File: config.mk
export PLATFORM = sky130hd
export DESIGN_NAME = dcf77_frame_sequencer
export DESIGN_NICKNAME = d
export VERILOG_FILES = /design/src/rtl/dcf77_frame_sequencer.sv
export SDC_FILE = /design/constraint.sdc
export NUM_CORES = 1
export LEC_CHECK = 0
export CORE_UTILIZATION = 40
export DETAILED_ROUTE_END_ITERATION = 10
export DONT_BUFFER_PORTS = 1
export GPL_TIMING_DRIVEN = 0
export PLACE_DENSITY_LB_ADDON = 0.2
export SLEW_MARGIN = 0
export SYNTH_ARGS = -nofsm -noshare
export SYNTH_HDL_FRONTEND = slang
export SYNTH_SLANG_ARGS = --single-unit
File: constraint.sdc
create_clock -name qzt_clk -period 3.4 [get_ports qzt_clk]
set_input_delay 0.68 -clock qzt_clk [delete_from_list [all_inputs] [get_ports qzt_clk]]
set_output_delay 0.68 -clock qzt_clk [all_outputs]
set_load 0.02 [all_outputs]
File: src/rtl/dcf77_frame_sequencer.sv
// dcf77_frame_sequencer
// Collects decoded DCF77 second-bits into a 59-bit frame aligned to the
// minute marker. Each complete frame goes into a check buffer and through
// the external parity checker. Frames that pass are published, and the
// block counts consecutive good frames to report lock.
module dcf77_frame_sequencer #(
   parameter int GAP_MAX = 100_000_000,
   parameter int CHK_LAT = 1,
   parameter int LOCK_N  = 3
)(
   input  logic        qzt_clk,
   input  logic        GSR,
   input  logic        bit_valid,
   input  logic        bit_value,
   input  logic        minute_mark,
   input  logic        chk_ok,
   output logic        chk_start,
   output logic [58:0] chk_buf,
   output logic [58:0] frame,
   output logic        frame_valid,
   output logic        frame_err,
   output logic        lock,
   output logic [3:0]  good_cnt
);

   // Collector states
   localparam logic [0:0] COL_HUNT    = 1'b0;
   localparam logic [0:0] COL_COLLECT = 1'b1;

   // Checker handshake states
   localparam logic [1:0] CHK_IDLE  = 2'd0;
   localparam logic [1:0] CHK_START = 2'd1;
   localparam logic [1:0] CHK_WAIT  = 2'd2;

   localparam logic [26:0] GAP_LIMIT  = 27'(GAP_MAX);
   localparam logic [2:0]  LAT_LOAD   = 3'(CHK_LAT);
   localparam logic [3:0]  LOCK_LIMIT = 4'(LOCK_N);
   localparam logic [5:0]  FRAME_BITS = 6'd59;

   // Registered state
   logic [0:0]  col_state_r;
   logic [5:0]  idx_r;
   logic [26:0] gap_r;
   logic [58:0] collect_buf_r;
   logic [1:0]  chk_state_r;
   logic [2:0]  lat_r;
   logic        chk_start_r;
   logic [58:0] chk_buf_r;
   logic [58:0] frame_r;
   logic        frame_valid_r;
   logic        frame_err_r;
   logic [3:0]  good_cnt_r;

   // Next-state signals
   logic [0:0]  col_state_s;
   logic [5:0]  idx_s;
   logic [26:0] gap_s;
   logic [58:0] collect_buf_s;
   logic        chk_req_s;
   logic        col_err_s;
   logic [1:0]  chk_state_s;
   logic [2:0]  lat_s;
   logic        chk_start_s;
   logic        load_s;
   logic        pass_s;
   logic        fail_s;
   logic        drop_s;
   logic [58:0] chk_buf_s;
   logic [58:0] frame_s;
   logic        err_s;
   logic [3:0]  good_cnt_s;

   // Collector: follows minute marks, stores bits, and watches for gaps and overflow
   always_comb begin
      col_state_s   = col_state_r;
      idx_s         = idx_r;
      gap_s         = gap_r;
      collect_buf_s = collect_buf_r;
      chk_req_s     = 1'b0;
      col_err_s     = 1'b0;
      case (col_state_r)
         COL_HUNT: begin
            gap_s = 27'd0;
            if (minute_mark) begin
               col_state_s = COL_COLLECT;
               idx_s       = 6'd0;
            end else begin
               idx_s = idx_r;
            end
         end
         COL_COLLECT: begin
            if (minute_mark) begin
               // A mark takes priority over a coincident bit; that bit is dropped
               idx_s = 6'd0;
               gap_s = 27'd0;
               if (idx_r == FRAME_BITS) begin
                  chk_req_s = 1'b1;
               end else begin
                  col_err_s = 1'b1;
               end
            end else if (bit_valid) begin
               gap_s = 27'd0;
               if (idx_r == FRAME_BITS) begin
                  col_err_s   = 1'b1;
                  col_state_s = COL_HUNT;
                  idx_s       = 6'd0;
               end else begin
                  collect_buf_s[idx_r] = bit_value;
                  idx_s                = idx_r + 6'd1;
               end
            end else if (gap_r + 27'd1 == GAP_LIMIT) begin
               col_err_s   = 1'b1;
               col_state_s = COL_HUNT;
               idx_s       = 6'd0;
               gap_s       = 27'd0;
            end else begin
               gap_s = gap_r + 27'd1;
            end
         end
         default: begin
            col_state_s = COL_HUNT;
            idx_s       = 6'd0;
            gap_s       = 27'd0;
         end
      endcase
   end

   // Checker handshake: issues the start pulse, waits the latency, and samples the result
   always_comb begin
      chk_state_s = chk_state_r;
      lat_s       = lat_r;
      chk_start_s = 1'b0;
      load_s      = 1'b0;
      pass_s      = 1'b0;
      fail_s      = 1'b0;
      drop_s      = 1'b0;
      case (chk_state_r)
         CHK_IDLE: begin
            if (chk_req_s) begin
               chk_state_s = CHK_START;
               chk_start_s = 1'b1;
               load_s      = 1'b1;
            end else begin
               chk_state_s = CHK_IDLE;
            end
         end
         CHK_START: begin
            lat_s       = LAT_LOAD;
            chk_state_s = CHK_WAIT;
         end
         CHK_WAIT: begin
            if (lat_r <= 3'd1) begin
               lat_s       = 3'd0;
               chk_state_s = CHK_IDLE;
               if (chk_ok) begin
                  pass_s = 1'b1;
               end else begin
                  fail_s = 1'b1;
               end
            end else begin
               lat_s = lat_r - 3'd1;
            end
         end
         default: begin
            chk_state_s = CHK_IDLE;
            lat_s       = 3'd0;
         end
      endcase
      // A request while a check is in flight is discarded; chk_buf stays intact
      if (chk_req_s && (chk_state_r != CHK_IDLE)) begin
         drop_s = 1'b1;
      end else begin
         drop_s = 1'b0;
      end
   end

   // Output data path: check buffer copy, published frame, error merge and good counter
   always_comb begin
      chk_buf_s  = chk_buf_r;
      frame_s    = frame_r;
      good_cnt_s = good_cnt_r;
      if (load_s) begin
         chk_buf_s = collect_buf_r;
      end else begin
         chk_buf_s = chk_buf_r;
      end
      if (pass_s) begin
         frame_s = chk_buf_r;
      end else begin
         frame_s = frame_r;
      end
      err_s = col_err_s | fail_s | drop_s;
      if (err_s) begin
         good_cnt_s = 4'd0;
      end else if (pass_s) begin
         if (good_cnt_r >= LOCK_LIMIT) begin
            good_cnt_s = LOCK_LIMIT;
         end else begin
            good_cnt_s = good_cnt_r + 4'd1;
         end
      end else begin
         good_cnt_s = good_cnt_r;
      end
   end

   // State and output registers with synchronous reset
   always_ff @(posedge qzt_clk) begin
      if (GSR) begin
         col_state_r   <= COL_HUNT;
         idx_r         <= 6'd0;
         gap_r         <= 27'd0;
         collect_buf_r <= 59'd0;
         chk_state_r   <= CHK_IDLE;
         lat_r         <= 3'd0;
         chk_start_r   <= 1'b0;
         chk_buf_r     <= 59'd0;
         frame_r       <= 59'd0;
         frame_valid_r <= 1'b0;
         frame_err_r   <= 1'b0;
         good_cnt_r    <= 4'd0;
      end else begin
         col_state_r   <= col_state_s;
         idx_r         <= idx_s;
         gap_r         <= gap_s;
         collect_buf_r <= collect_buf_s;
         chk_state_r   <= chk_state_s;
         lat_r         <= lat_s;
         chk_start_r   <= chk_start_s;
         chk_buf_r     <= chk_buf_s;
         frame_r       <= frame_s;
         frame_valid_r <= pass_s;
         frame_err_r   <= err_s;
         good_cnt_r    <= good_cnt_s;
      end
   end

   assign chk_start   = chk_start_r;
   assign chk_buf     = chk_buf_r;
   assign frame       = frame_r;
   assign frame_valid = frame_valid_r;
   assign frame_err   = frame_err_r;
   assign good_cnt    = good_cnt_r;
   // lock is a pure decode of the good-frame counter
   assign lock        = (good_cnt_r == LOCK_LIMIT);

endmodule

==> summary.json <==
{
  "clock_tree": {
    "ctsHoldBuffers": 0,
    "post_cts_buffers": 0,
    "clk_root_buffer_cell": "clkbuf_16",
    "cts_bufs_inserted": 25,
    "tritoncts": "built",
    "htree_num_levels": 1,
    "clk_path_buf_depth": 3,
    "cts-resized-gates": 0,
    "clock-sinks": 223,
    "worst_skew_pair.late_latency_ps": 540,
    "clk_pin_slew_worst_paths_ps": 60
  },
  "layout": {
    "final-seq-area_mm2": 0.004464,
    "antenna_cell_count": 0,
    "finish.instance_area_mm2": 0.01057,
    "multi_input_area_mm2": 0.004388,
    "finish.cell_count_without_fillers": 1495,
    "mostFrequentLayoutCells": "317 x nand2_1, 223 x dfxtp_1, 182 x a21oi_1",
    "layout_commonest_cell": "nand2_1",
    "drive_gt1_share_pct": 7.851,
    "layout.filler_cells": 2320,
    "layout-area-overhead-vs-synth_pct": 13.66,
    "fin_nets": 1206
  },
  "setup_path": {
    "timing.critical_path.from_type": "flop",
    "timing.critical_path.slowest_stage_cell": "nor3b_1",
    "worstPathMaxFanout": 10,
    "timing.setup.critical_path_class": "reg -> reg",
    "end_kind": "flop",
    "reg2reg_slack_ps": 260,
    "crit_path_cells": "nand3_1, nor3b_1, nor2_1, nand4b_1, clkbuf_1, nor2_1, nand2_1, a21oi_1",
    "r2r_cells": 8,
    "cpLargestDelayFamily": "simple AND/OR/NAND/NOR gates",
    "rr_startpoint": "idx_r[3]",
    "cp.required_ps": 3800,
    "cp_slowest_stage_delay_ps": 830,
    "worst_ep_arrival_time_ps": 3540,
    "critical_path.most_common_cell": "nor2_1",
    "path_buf_inv": 1,
    "timing.rr.end": "collect_buf_r[3]"
  },
  "floorplan": {
    "num_rows": 55,
    "chipWidth_um": 154.4,
    "overall_die_area_mm2": 0.02385,
    "initial_utilization_pct": 40.93,
    "die_extent_in_y_um": 154.4,
    "core_region_area_mm2": 0.02271,
    "io_pins": 132
  },
  "timing": {
    "maxSlewHeadroom_pct": 0.8251,
    "setup_skew_after_layout_ps": 21.06,
    "period_minus_slack_ps": 3142,
    "fin_setup_tns_ps": 0,
    "tightestPinTransition_ps": 1476,
    "post-route-worst-setup-slack_ps": 257.5,
    "slew_viol_final": 0,
    "finalSetupViolations": 0,
    "rsz0062_at_grt": "no",
    "period_share_pct": 92.43,
    "fmaxAchievable_ghz": 0.3182,
    "hold_viol": 0
  },
  "drt": {
    "drt_pre_antenna_iters": 7,
    "vias_per_cell": 5.325,
    "route.final.wire_length_um": 25190,
    "route.antenna.remaining_nets": 0,
    "initialDrtViolationCount": 466,
    "remaining_drc_errors": 0,
    "via_count": 7961,
    "detail_route.wl_per_cell_um": 16.85
  },
  "synthesis": {
    "postSynthAreaPerCell_um2": 7.992,
    "seq_total_area_yosys_pct": 48.03,
    "ys_seq_elements": 223,
    "yosys.area.top_type_share_pct": 48.03,
    "netlist_area_mm2": 0.009295,
    "synth-edff-count": 0,
    "post_synth_num_cell_types": 69,
    "asyncSetResetFlopFracSynth_pct": 0,
    "synthCells": 1163,
    "synth_flop_cell": "dfxtp_1",
    "synth_warn": 0,
    "yosys.area.top_type": "dfxtp_1",
    "post_synth_main_area_contributors": "dfxtp_1 48%, nand2_1 13%, a21oi_1 9.8%",
    "synthesized_net_count": 1178
  },
  "placed_design": {
    "gp_congestion": 0.8805,
    "placed_instance_area_mm2": 0.009664,
    "placement.setup.worst_slack_ps": 342.1,
    "numPortBuffers": 0,
    "dp_cells": 1449,
    "detailed_place_hpwl_um": 17620
  },
  "hold_path": {
    "hold_path_depth": 2,
    "hold_startpoint": "bit_valid",
    "hold_class": "in -> reg",
    "worst_hold_path.endpoint": "col_state_r"
  },
  "grt": {
    "gr-usage-all-layers_pct": 20.82,
    "met1_usage_pct": 28.48,
    "pin_count_of_the_biggest_net_entering_global_routing": 14,
    "grt_pass1_wl_um": 39350,
    "use_met3_pct": 4.175,
    "grt_antenna_before_repair": 0,
    "via_count_of_the_first_global_routing_pass": 7274,
    "globalRoute.busiestLayer": "met2",
    "grtUsageMet2_pct": 33.31,
    "grt_overflow": 0
  },
  "flow_run": {
    "drv_cap": 1
  },
  "run_status": {
    "run_status": "finished with violations",
    "failing_checks": "capacitance limit"
  },
  "pwr": {
    "p_leak_nw": 3.257,
    "power.ir.vdd_worst_uv": 279.2,
    "p_per_area_mw_per_mm2": 533.0
  }
}
## where the power goes
group / internal [mW] / leakage, nW / total, mW / switching, mW
clock network: 1.78 / 0.450 / 2.90 / 1.13
logic: 0.0189 / 1.01 / 0.108 / 0.0895
registers: 2.62 / 1.80 / 2.62 / 0.00243
total: 4.41 / 3.26 / 5.63 / 1.22
## per-layer routing
| layer | vias up | wire length (um) |
|---|---|---|
| li1 | 4020 | - |
| met2 | 224 | 11240 |
| met1 | 3689 | 11790 |
| met4 | 0 | 488 |
| met3 | 28 | 1664 |
| met5 | - | 0 |
## metrics by stage
stage / utilization (%) / power [mW] / hold slack, ps
6_report: 46.52 / 5.631 / 341.8
5_1_grt: 46.52 / 5.811 / 336.1
4_1_cts: 46.52 / 5.688 / 329.6
3_5_place_dp: 42.56 / 2.784 / 445.3
3_3_place_gp: 42.50 / 2.784 / 440.9
2_1_floorplan: - / 2.744 / 428.4
## kinds of logic after synthesis
family,after synthesis,share of synthesized area [%]
DFF,223,48.03
buffers and inverters,99,4.819
adders and majority gates,9,1.211
xor gates and xnor gates,24,2.261
and+or+nand+nor,544,28.04
AOI/OAI and AO/OA,257,14.87
muxes,7,0.7673
## area by class of cell
class / instances / share of cell area [%]
plain buffers: 90 / 3.920
clock buffers: 35 / 7.129
clock inverters: 11 / 1.397
inverters: 9 / 0.3198
multi-input cells: 841 / 41.53
flip-flops and latches: 223 / 42.25
well taps: 285 / 3.375
repair buffers: 1 / 0.07106
## how the worst max path moves through the flow
stage | cells after the start | endpoint | startpoint | slack (ps)
floorplan | 11 | gap_r[19] | gap_r[0] | 810
global placement | 11 | gap_r[14] | gap_r[0] | 350
detailed placement | 11 | gap_r[12] | gap_r[0] | 340
CTS | 11 | gap_r[10] | gap_r[0] | 330
global route | 7 | collect_buf_r[43] | idx_r[3] | 50
finish | 8 | collect_buf_r[3] | idx_r[3] | 260
## synthesized netlist by cell type (4+ instances only)
cell	count
nand3_1	28
nor4_1	6
nor3_1	20
nand4b_1	6
nor3_2	16
ha_1	9
a21oi_1	182
xor2_1	12
clkbuf_1	78
and3_1	10
nand3b_1	6
o21ai_0	48
or2_2	4
nor2b_1	4
xnor2_1	12
nor2_1	59
nor3b_1	8
nand2_1	317
buf_4	4
nand4_1	27
nand2b_1	5
and2_1	5
mux2i_1	6
dfxtp_1	223
inv_1	9
## worst register-to-register path: stages, from the launching register on
cell      delay [ps]
dfxtp_1          460
nand3_1          140
nor3b_1          830
nor2_1           340
nand4b_1         430
clkbuf_1         530
nor2_1           120
nand2_1           90
a21oi_1           60
## sequential cells by signal, indices dropped and copies added (netlist names)
| register | cells |
|---|---|
| chk_state_r | 2 |
| good_cnt | 4 |
| frame_valid | 1 |
| idx_r | 6 |
| chk_buf | 59 |
| collect_buf_r | 59 |
| lat_r | 3 |
| frame | 59 |
| gap_r | 27 |
| col_state_r | 1 |
| chk_start | 1 |
| frame_err | 1 |
No activity file was read; power rests on OpenSTA's default activity.
